**src/rtl/hack_cpu_pkg.sv**
```systemverilog
// hack_cpu_pkg: Hack instruction field positions and shared constants.
package hack_cpu_pkg;
    localparam int W = 16;
    localparam logic [2:0] C_PREFIX = 3'b111;
    localparam int C_HI = 15;
    localparam int C_LO = 13;
    localparam int A_BIT = 12;
    localparam int ZX = 11;
    localparam int NX = 10;
    localparam int ZY = 9;
    localparam int NY = 8;
    localparam int F = 7;
    localparam int NO = 6;
    localparam int D_A = 5;
    localparam int D_D = 4;
    localparam int D_M = 3;
    localparam int J_LT = 2;
    localparam int J_EQ = 1;
    localparam int J_GT = 0;
endpackage

```
**src/rtl/hack_cpu_alu.sv**
```systemverilog
// hack_alu: combinational Hack ALU with zero/negative flags.
module hack_alu
    import hack_cpu_pkg::*;
(
    input  logic [W-1:0] x,
    input  logic [W-1:0] y,
    input  logic         zx,
    input  logic         nx,
    input  logic         zy,
    input  logic         ny,
    input  logic         f,
    input  logic         no,
    output logic [W-1:0] out,
    output logic         zr,
    output logic         ng
);
    logic [W-1:0] xz, xn, yz, yn, fo;

    always_comb begin
        xz = zx ? '0 : x;
        xn = nx ? ~xz : xz;
        yz = zy ? '0 : y;
        yn = ny ? ~yz : yz;
        fo = f ? xn + yn : xn & yn;
        out = no ? ~fo : fo;
        zr = out == '0;
        ng = out[W-1];
    end
endmodule

```
**src/rtl/hack_cpu.sv**
```systemverilog
// hack_cpu: single-cycle Hack CPU core (decode, A/D/PC registers).
// Define HACK_CPU_REGS_RESET_EN to make reset also clear A and D.
module hack_cpu
    import hack_cpu_pkg::*;
(
    input  logic         clk,
    input  logic         reset,
    input  logic [W-1:0] inM,
    input  logic [W-1:0] instruction,
    output logic [W-1:0] outM,
    output logic         writeM,
    output logic [W-1:0] addressM,
    output logic [W-1:0] pc
);
    logic [W-1:0] a, d, y, a_next, d_next;
    logic is_c, zr, ng, jmp;

    hack_alu u_alu (
        .x   (d),
        .y   (y),
        .zx  (instruction[ZX]),
        .nx  (instruction[NX]),
        .zy  (instruction[ZY]),
        .ny  (instruction[NY]),
        .f   (instruction[F]),
        .no  (instruction[NO]),
        .out (outM),
        .zr  (zr),
        .ng  (ng)
    );

    always_comb begin
        is_c = instruction[C_HI:C_LO] == C_PREFIX;
        y = instruction[A_BIT] ? inM : a;
        writeM = is_c & instruction[D_M];
        jmp = is_c & ((ng & instruction[J_LT]) | (zr & instruction[J_EQ]) |
                      (!ng & !zr & instruction[J_GT]));
        a_next = !is_c ? instruction : instruction[D_A] ? outM : a;
        d_next = is_c & instruction[D_D] ? outM : d;
        addressM = a;
    end

    // Jump target uses A as it stood before this edge's A update.
    always_ff @(posedge clk) begin
        pc <= !reset ? '0 : jmp ? a : pc + 16'd1;
`ifdef HACK_CPU_REGS_RESET_EN
        a <= !reset ? '0 : a_next;
        d <= !reset ? '0 : d_next;
`else
        a <= a_next;
        d <= d_next;
`endif
    end
endmodule

```
**config.mk**
```make
export PLATFORM = sky130hd
export DESIGN_NAME = hack_cpu
export DESIGN_NICKNAME = d
export VERILOG_FILES = /design/src/rtl/hack_cpu_pkg.sv /design/src/rtl/hack_cpu_alu.sv /design/src/rtl/hack_cpu.sv
export SDC_FILE = /design/constraint.sdc
export NUM_CORES = 1
export LEC_CHECK = 0
export CAP_MARGIN = 25
export CORE_MARGIN = 2
export CORE_UTILIZATION = 53
export CTS_CLUSTER_SIZE = 14
export DETAILED_ROUTE_END_ITERATION = 8
export GPL_TIMING_DRIVEN = 0
export PLACE_DENSITY = 0.82
export SYNTH_ARGS = -nofsm -noshare
export SYNTH_HDL_FRONTEND = slang
export SYNTH_SLANG_ARGS = --single-unit
```
**constraint.sdc**
```tcl
create_clock -name clk -period 9.39 [get_ports clk]
set_input_delay 2.817 -clock clk [delete_from_list [all_inputs] [get_ports clk]]
set_output_delay 2.817 -clock clk [all_outputs]
set_load 0.01 [all_outputs]
```
==> out/results.txt <==
outcome - completed
H-tree levels - 2
syn nets - 510
HP Class - reg -> reg
Sinks on Clock Net - 48
flop and latch count out of synthesis - 48
core area - 7292 um^2
FF-to-FF path depth - 16
TritonCTS clock tree - built
share of cells above drive strength 1 - 6.204%
headroom to the max-slew limit - 39.90%
fmax - 0.1090 GHz
Power Internal - 505.1 uW
initial DRC count - 327
ant diodes - 0
Required @ worst endpoint - 6.57 ns
Syn. warnings - 0
Critical Path Sink Type - output port
Vias/cell - 5.560
Slew Limit Fails - 0
drt first pass iters - 5
first-pass GRT wire length - 17130 um
worst skew pair latency - 0.31 ns
Final setup viols - 0
Num CTS Buffers - 5
Mapped Cells - 458
Tot Pwr - 790.2 uW
Initial Util - 55.27%
Root Buffer - clkbuf_8
Mapped Area - 4030 um^2
max_cap viols - 0
I/O pins - 83
largest net degree at the start of global routing - 17
Final min period - 9.172 ns
leakage power - 2.101 nW
DRC violations left - 0
crit path kind - in -> out
routed wire length - 10880 um
Via Count - 3597
Gate power share - 47.0%
antenna-violating nets left - 0
largest fanout on the critical path - 6
Total GRT Usage - 25.70%
Final Hold Viols - 0
Setup crit start kind - input port
synthesized area per cell - 8.799 um^2
initial antenna violation count - 0
Layout area overhead - 27.10%
switch share - 36.08%
Die X-Extent - 91.20 um
Worst IR Drop VDD - 0.09032 mV
Netlist cell types - 55
worst slew pin tran - 0.9015 ns
die area - 8317 um^2
Flop pwr share - 32.5%
# nets final - 599
worst path arrival time - 6.36 ns
# rows - 31
Fin Hold WS - 0.5929 ns
Routed wire per std cell - 16.82 um
cell area power density - 154.3 nW/um^2
post-synthesis sequential area ratio - 31.79%
Reg clk slew, reported paths - 0.10 ns
hold path cells - 2
grt ovf - 0
asr flop ratio synth - 0%
vias in the first global route - 3472
Die H - 91.20 um
P_sw - 285.1 uW
clock skew - 0.01227 ns
number of synthesized flops with an enable pin - 32
gpl congestion - 0.8911
Clock Path Buffers - 2
most used flip-flop cell after synthesis - edfxtp_1
clock power share - 20.5%
dpl hpwl - 8402 um
PortBufs - 77
final worst path period share - 97.68%
## registers in the layout, indices dropped and copies added, names as in the netlist
name      cells
addressM     16
d            16
pc           16
## timing repair
| action | in CTS | in global routing |
|---|---|---|
| gates resized for setup | 6 | 8 |
| endpoints found under the hold margin | 0 | 0 |
| hold buffers | 0 | 0 |
| setup buffers | 0 | 5 |
| endpoints found under the setup margin | 10 | 5 |
| pin swaps | 0 | 2 |
## per-layer routing
| metal | up-vias | wire (um) | track usage, % |
|---|---|---|---|
| li1 | 1766 | - | - |
| met1 | 1642 | 4631 | 32.16 |
| met2 | 168 | 5312 | 45.68 |
| met3 | 21 | 755 | 4.149 |
| met4 | 0 | 183 | 7.071 |
| met5 | - | 0 | 0 |
## final cells by class
class                      count  area (um^2)
multi-input combinational    370         2601
fill                         579         2170
sequential                    48         1281
timing repair buffer          82        810.8
buffer                        29        141.4
tap                           99        123.9
clock buffer                   8        122.6
inverter                      11        41.29
## critical path, cell delays in order
cell             delay, ns
clkdlybuf4s50_1       0.43
mux2i_1               0.17
nor2_1                0.08
xor2_1                0.17
ha_1                  0.31
fa_1                  0.44
a21oi_2               0.20
o221ai_2              0.21
a211oi_1              0.25
a221oi_1              0.09
xnor2_1               0.52
clkdlybuf4s50_1       0.65
## metrics by stage
stage | instances | setup slack, ns | instance area [um^2] | TNS [ns] | utilization (%)
after global routing | 647 | -0.02886 | 5122 | -0.02886 | 70.25
final | 647 | 0.2177 | 5122 | 0 | 70.25
after detailed placement | 634 | -0.4625 | 4925 | -1.596 | 67.54
after floorplan | 458 | 0.7180 | 4030 | 0 | -
after CTS | 642 | 0.05358 | 5061 | 0 | 69.41
after global placement | 634 | -0.4817 | 4925 | -1.488 | 67.54
## worst paths after layout
check / endpoint / slack, ns / from
hold reg to reg: pc[2] / 0.59 / addressM[2]
setup / recovery: outM[10] / 0.22 / inM[0]
hold / removal: pc[2] / 0.59 / addressM[2]
setup reg to reg: pc[11] / 4.66 / addressM[0]
## Yosys cell counts, types with 4 or more instances
cell type | number | area [um^2]
a211oi_1 | 5 | 37.54
a21o_1 | 5 | 37.54
a21oi_1 | 10 | 50.05
a221oi_1 | 4 | 35.03
and2_1 | 10 | 62.56
and3_1 | 9 | 56.30
buf_1 | 4 | 15.01
clkbuf_1 | 20 | 75.07
dfxtp_1 | 16 | 320.3
edfxtp_1 | 32 | 960.9
ha_1 | 17 | 212.7
inv_1 | 11 | 41.29
mux2i_1 | 42 | 420.4
nand2_1 | 76 | 285.3
nand2b_1 | 22 | 137.6
nand3_1 | 11 | 55.05
nor2_1 | 28 | 105.1
o21ai_0 | 11 | 55.05
xnor2_1 | 34 | 297.8
xor2_1 | 34 | 297.8
## cell usage in the layout, fill, tap and decap left out, types with 3 or more instances in the layout
cell type	Yosys	layout
a211o_1	3	3
a211oi_1	5	5
a21o_1	5	5
a21oi_1	10	10
a221oi_1	4	4
and2_1	10	10
and3_1	9	9
and4_1	3	3
buf_1	4	3
buf_2	2	3
buf_4	1	6
clkbuf_1	20	17
clkbuf_8	0	5
clkdlybuf4s50_1	0	76
dfxtp_1	16	16
edfxtp_1	32	32
ha_1	17	17
inv_1	11	11
mux2i_1	42	42
nand2_1	76	76
nand2b_1	22	22
nand3_1	11	11
nand4_1	3	3
nor2_1	28	28
o211ai_1	3	3
o21a_1	3	3
o21ai_0	11	11
or3_1	3	3
xnor2_1	34	34
xor2_1	34	33
## cells by family (layout without fill, tap and decap cells)
kind of cell | Yosys count | count (layout) | share of synthesized area (%)
flip-flops | 48 | 48 | 31.79
buffers and inverters | 40 | 130 | 4.253
multiplexers | 45 | 45 | 11.27
adder cells (fa/ha/maj) | 18 | 18 | 5.775
XOR/XNOR | 68 | 68 | 14.78
AO/OA/AOI/OAI | 64 | 64 | 11.39
AND/OR/NAND/NOR | 175 | 175 | 20.74
## power groups by stage
stage / registers [mW] / clock network, mW / logic [mW]
3_5_place_dp: 0.262 / 0 / 0.352
4_1_cts: 0.257 / 0.162 / 0.356
6_report: 0.257 / 0.162 / 0.371
5_1_grt: 0.259 / 0.169 / 0.401
2_1_floorplan: 0.265 / 0 / 0.216
3_3_place_gp: 0.261 / 0 / 0.344
(Power assumes the default switching activity.)
==> RTL change, RTL diff (same settings) <==
Register the input `inM` before use. The logic sees it one clock later. The other inputs are not delayed to match.
--- a/src/rtl/hack_cpu.sv
+++ b/src/rtl/hack_cpu.sv
@@ -13,4 +13,11 @@
     output logic [W-1:0] pc
 );
+
+    logic [W-1:0] inM_q;
+
+    always_ff @(posedge clk) begin
+        inM_q <= inM;
+    end
+
     logic [W-1:0] a, d, y, a_next, d_next;
     logic is_c, zr, ng, jmp;
@@ -32,5 +39,5 @@
     always_comb begin
         is_c = instruction[C_HI:C_LO] == C_PREFIX;
-        y = instruction[A_BIT] ? inM : a;
+        y = instruction[A_BIT] ? inM_q : a;
         writeM = is_c & instruction[D_M];
         jmp = is_c & ((ng & instruction[J_LT]) | (zr & instruction[J_EQ]) |
Check against the original RTL: not equivalent (a bounded check fails within 4 cycles, from zero or initial values and one cycle with reset low).
==> RTL change against the unedited design <==
  * Worst hold slack lost 6.1 ps
  * Routed wire length up 11%
  * Total power grew 32%
  * Global-route usage up 0.084 points
  * Sequential share of layout area is 2.5 points higher
  * Sequential cell count up 16
  * Worst setup slack got worse by 210 ps
  * Final area is 14% higher
  * Maximum frequency fell by 2.2%
  * Register-to-register slack improved by 200 ps
  * Area after synthesis grew 13%
  * Sequential power is 29% higher
  * Clock power up 77%
  * Critical endpoint is now outM[15]
  * Largest cell class unchanged
  * Largest power group unchanged
==> RTL change: results (changes against the unedited design) <==
stage;metric;value;unit;change
outcome;status;completed;;
clocking;H-Tree Depth;3;;+1
placement;DP Area;5450;um2;+11%
worst_setup_path;reg2reg setup slack;4860;ps;+200 ps
hold_path;WHS Endpoint;pc[15];;
power_and_ir_drop;P_leak;2.373;nW;+13%
worst_setup_path;reg-to-reg critical path endpoint;pc[8];;
logic_synthesis;Synth async-reset ratio;0;%;unchanged
routing;DR WL/cell;17.49;um;+4.0%
cells_and_area;Nets;633;;+5.7%
clocking;Inserted Clock Buffers;9;;+4
grt;GR Util met1;32.16;%;about the same
timing;WHS;586.7;ps;-6.105 ps
timing;measured slew at the worst slew-check pin;732.6;ps;-168.8 ps
grt;GRT Util Overall;25.78;%;+0.084 points
clocking;CTS clk-pin slew, worst paths;70;ps;-30 ps
worst_setup_path;Setup crit start;instruction[12];;
hold_path;hold wc startpoint;pc[15];;
routing;routed wl met2;5941;um;+12%
clocking;clk_lat worst skew;350;ps;+40 ps
worst_setup_path;crit-path max FO;10;;+4
hold_path;Tightest Hold Check Type;reg -> reg;;
routing;Post-Route WL;12090;um;+11%
logic_synthesis;Distinct cells, synth;66;;+20%
grt;met2 usage;44.66;%;-1.0 points
timing;Layout Skew;6.181;ps;-6.089 ps
logic_synthesis;Synth top cells by count;nand2_1 (78), mux2i_1 (42), xnor2_1 (40);;
clocking;root buf cell;clkbuf_8;;
placement;IO Port Bufs;76;;-1.3%
grt;pin count of the biggest net entering global routing;17;;unchanged
placement;gpl congestion;0.9222;;+3.5%
power_and_ir_drop;Worst IR Drop VDD;81.46;uV;-9.8%
worst_setup_path;max incr delay on CP;470;ps;-180 ps
worst_setup_path;crit path DAT;6560;ps;+200 ps
placement;Setup WS pre-CTS;-965.5;ps;-503.0 ps
routing;WL met1;5111;um;+10%
cells_and_area;share of cells above drive strength 1;12.29;%;+6.1 points
routing;drt via density;5.766;;+3.7%
grt;routing usage on met3;2.890;%;-1.3 points
routing;wire length on met3;608;um;-19%
placement;detailed placement HPWL;9054;um;+7.8%
hold_path;Hold Path Stages;3;;+1
logic_synthesis;Seq/Total Area, Yosys;35.14;%;+3.3 points
grt;vias in the first global route;4032;;+16%
logic_synthesis;Synth Net Count;539;;+5.7%
logic_synthesis;Synth area leaders;edfxtp_1 (21%), dfxtp_1 (14%), mux2i_1 (9.2%), xnor2_1 (7.7%), nand2_1 (6.4%);;
logic_synthesis;Post-Synthesis Cells;487;;+6.3%
placement;number of placed cells counting well taps;668;;+5.4%
grt;first-pass GRT wire length;19470;um;+14%
-- RTL change: cell types whose count changed after synthesis, sizes merged, moves of 7 or more --
cell / unedited run / this run
and2: 10 / 3
dfxtp: 16 / 32
nor2: 28 / 36
xnor2: 34 / 41
xor2: 34 / 23
-- RTL change: worst max path at each step --
stage                           to  slack (ps)  depth (start not counted)
final                     outM[15]          10                         16
after global routing      outM[15]        -100                         16
after CTS                 outM[15]           8                         16
after detailed placement  outM[15]        -970                         16
after global placement    outM[15]        -930                         16
after floorplan           outM[15]         160                         15
-- RTL change: logic make-up after synthesis --
logic type,count (synthesis),share of synthesized area (%)
buffers and inverters,38,3.953
adders and majority gates,18,5.106
muxes,42,9.223
and+or+nand+nor,188,20.01
DFF,64,35.14
xor gates and xnor gates,64,12.46
AOI/OAI and AO/OA,73,14.11
-- RTL change: area by class of cell --
| type | count | area (um2) |
|---|---|---|
| flip-flops and latches | 64 | 1602 |
| plain buffers | 29 | 177.7 |
| inverters | 9 | 33.78 |
| fillers | 640 | 2439 |
| clock buffers | 10 | 127.6 |
| clock inverters | 6 | 107.6 |
| well taps | 105 | 131.4 |
| multi-input cells | 385 | 2825 |
| repair buffers | 83 | 814.5 |
-- RTL change: timing repair --
action | 4_1_cts | 5_1_grt
hold buffers | 0 | 0
setup buffers | 5 | 2
setup endpoints to repair | 10 | 4
pin swaps | 4 | 5
resized for setup | 18 | 6
-- RTL change: power by group --
part	leakage, nW	total (mW)	internal, mW	switching [mW]
Clock	0.116	0.287	0.175	0.112
Combinational	1.68	0.424	0.200	0.225
Sequential	0.580	0.331	0.318	0.0129
-- RTL change: critical path: cells and delay by family --
family	cells	cell delay, ps
xor gates and xnor gates	2	420
and+or+nand+nor	1	180
buffers and inverters	5	1070
adders and majority gates	1	290
muxes	2	300
AOI/OAI and AO/OA	5	1490
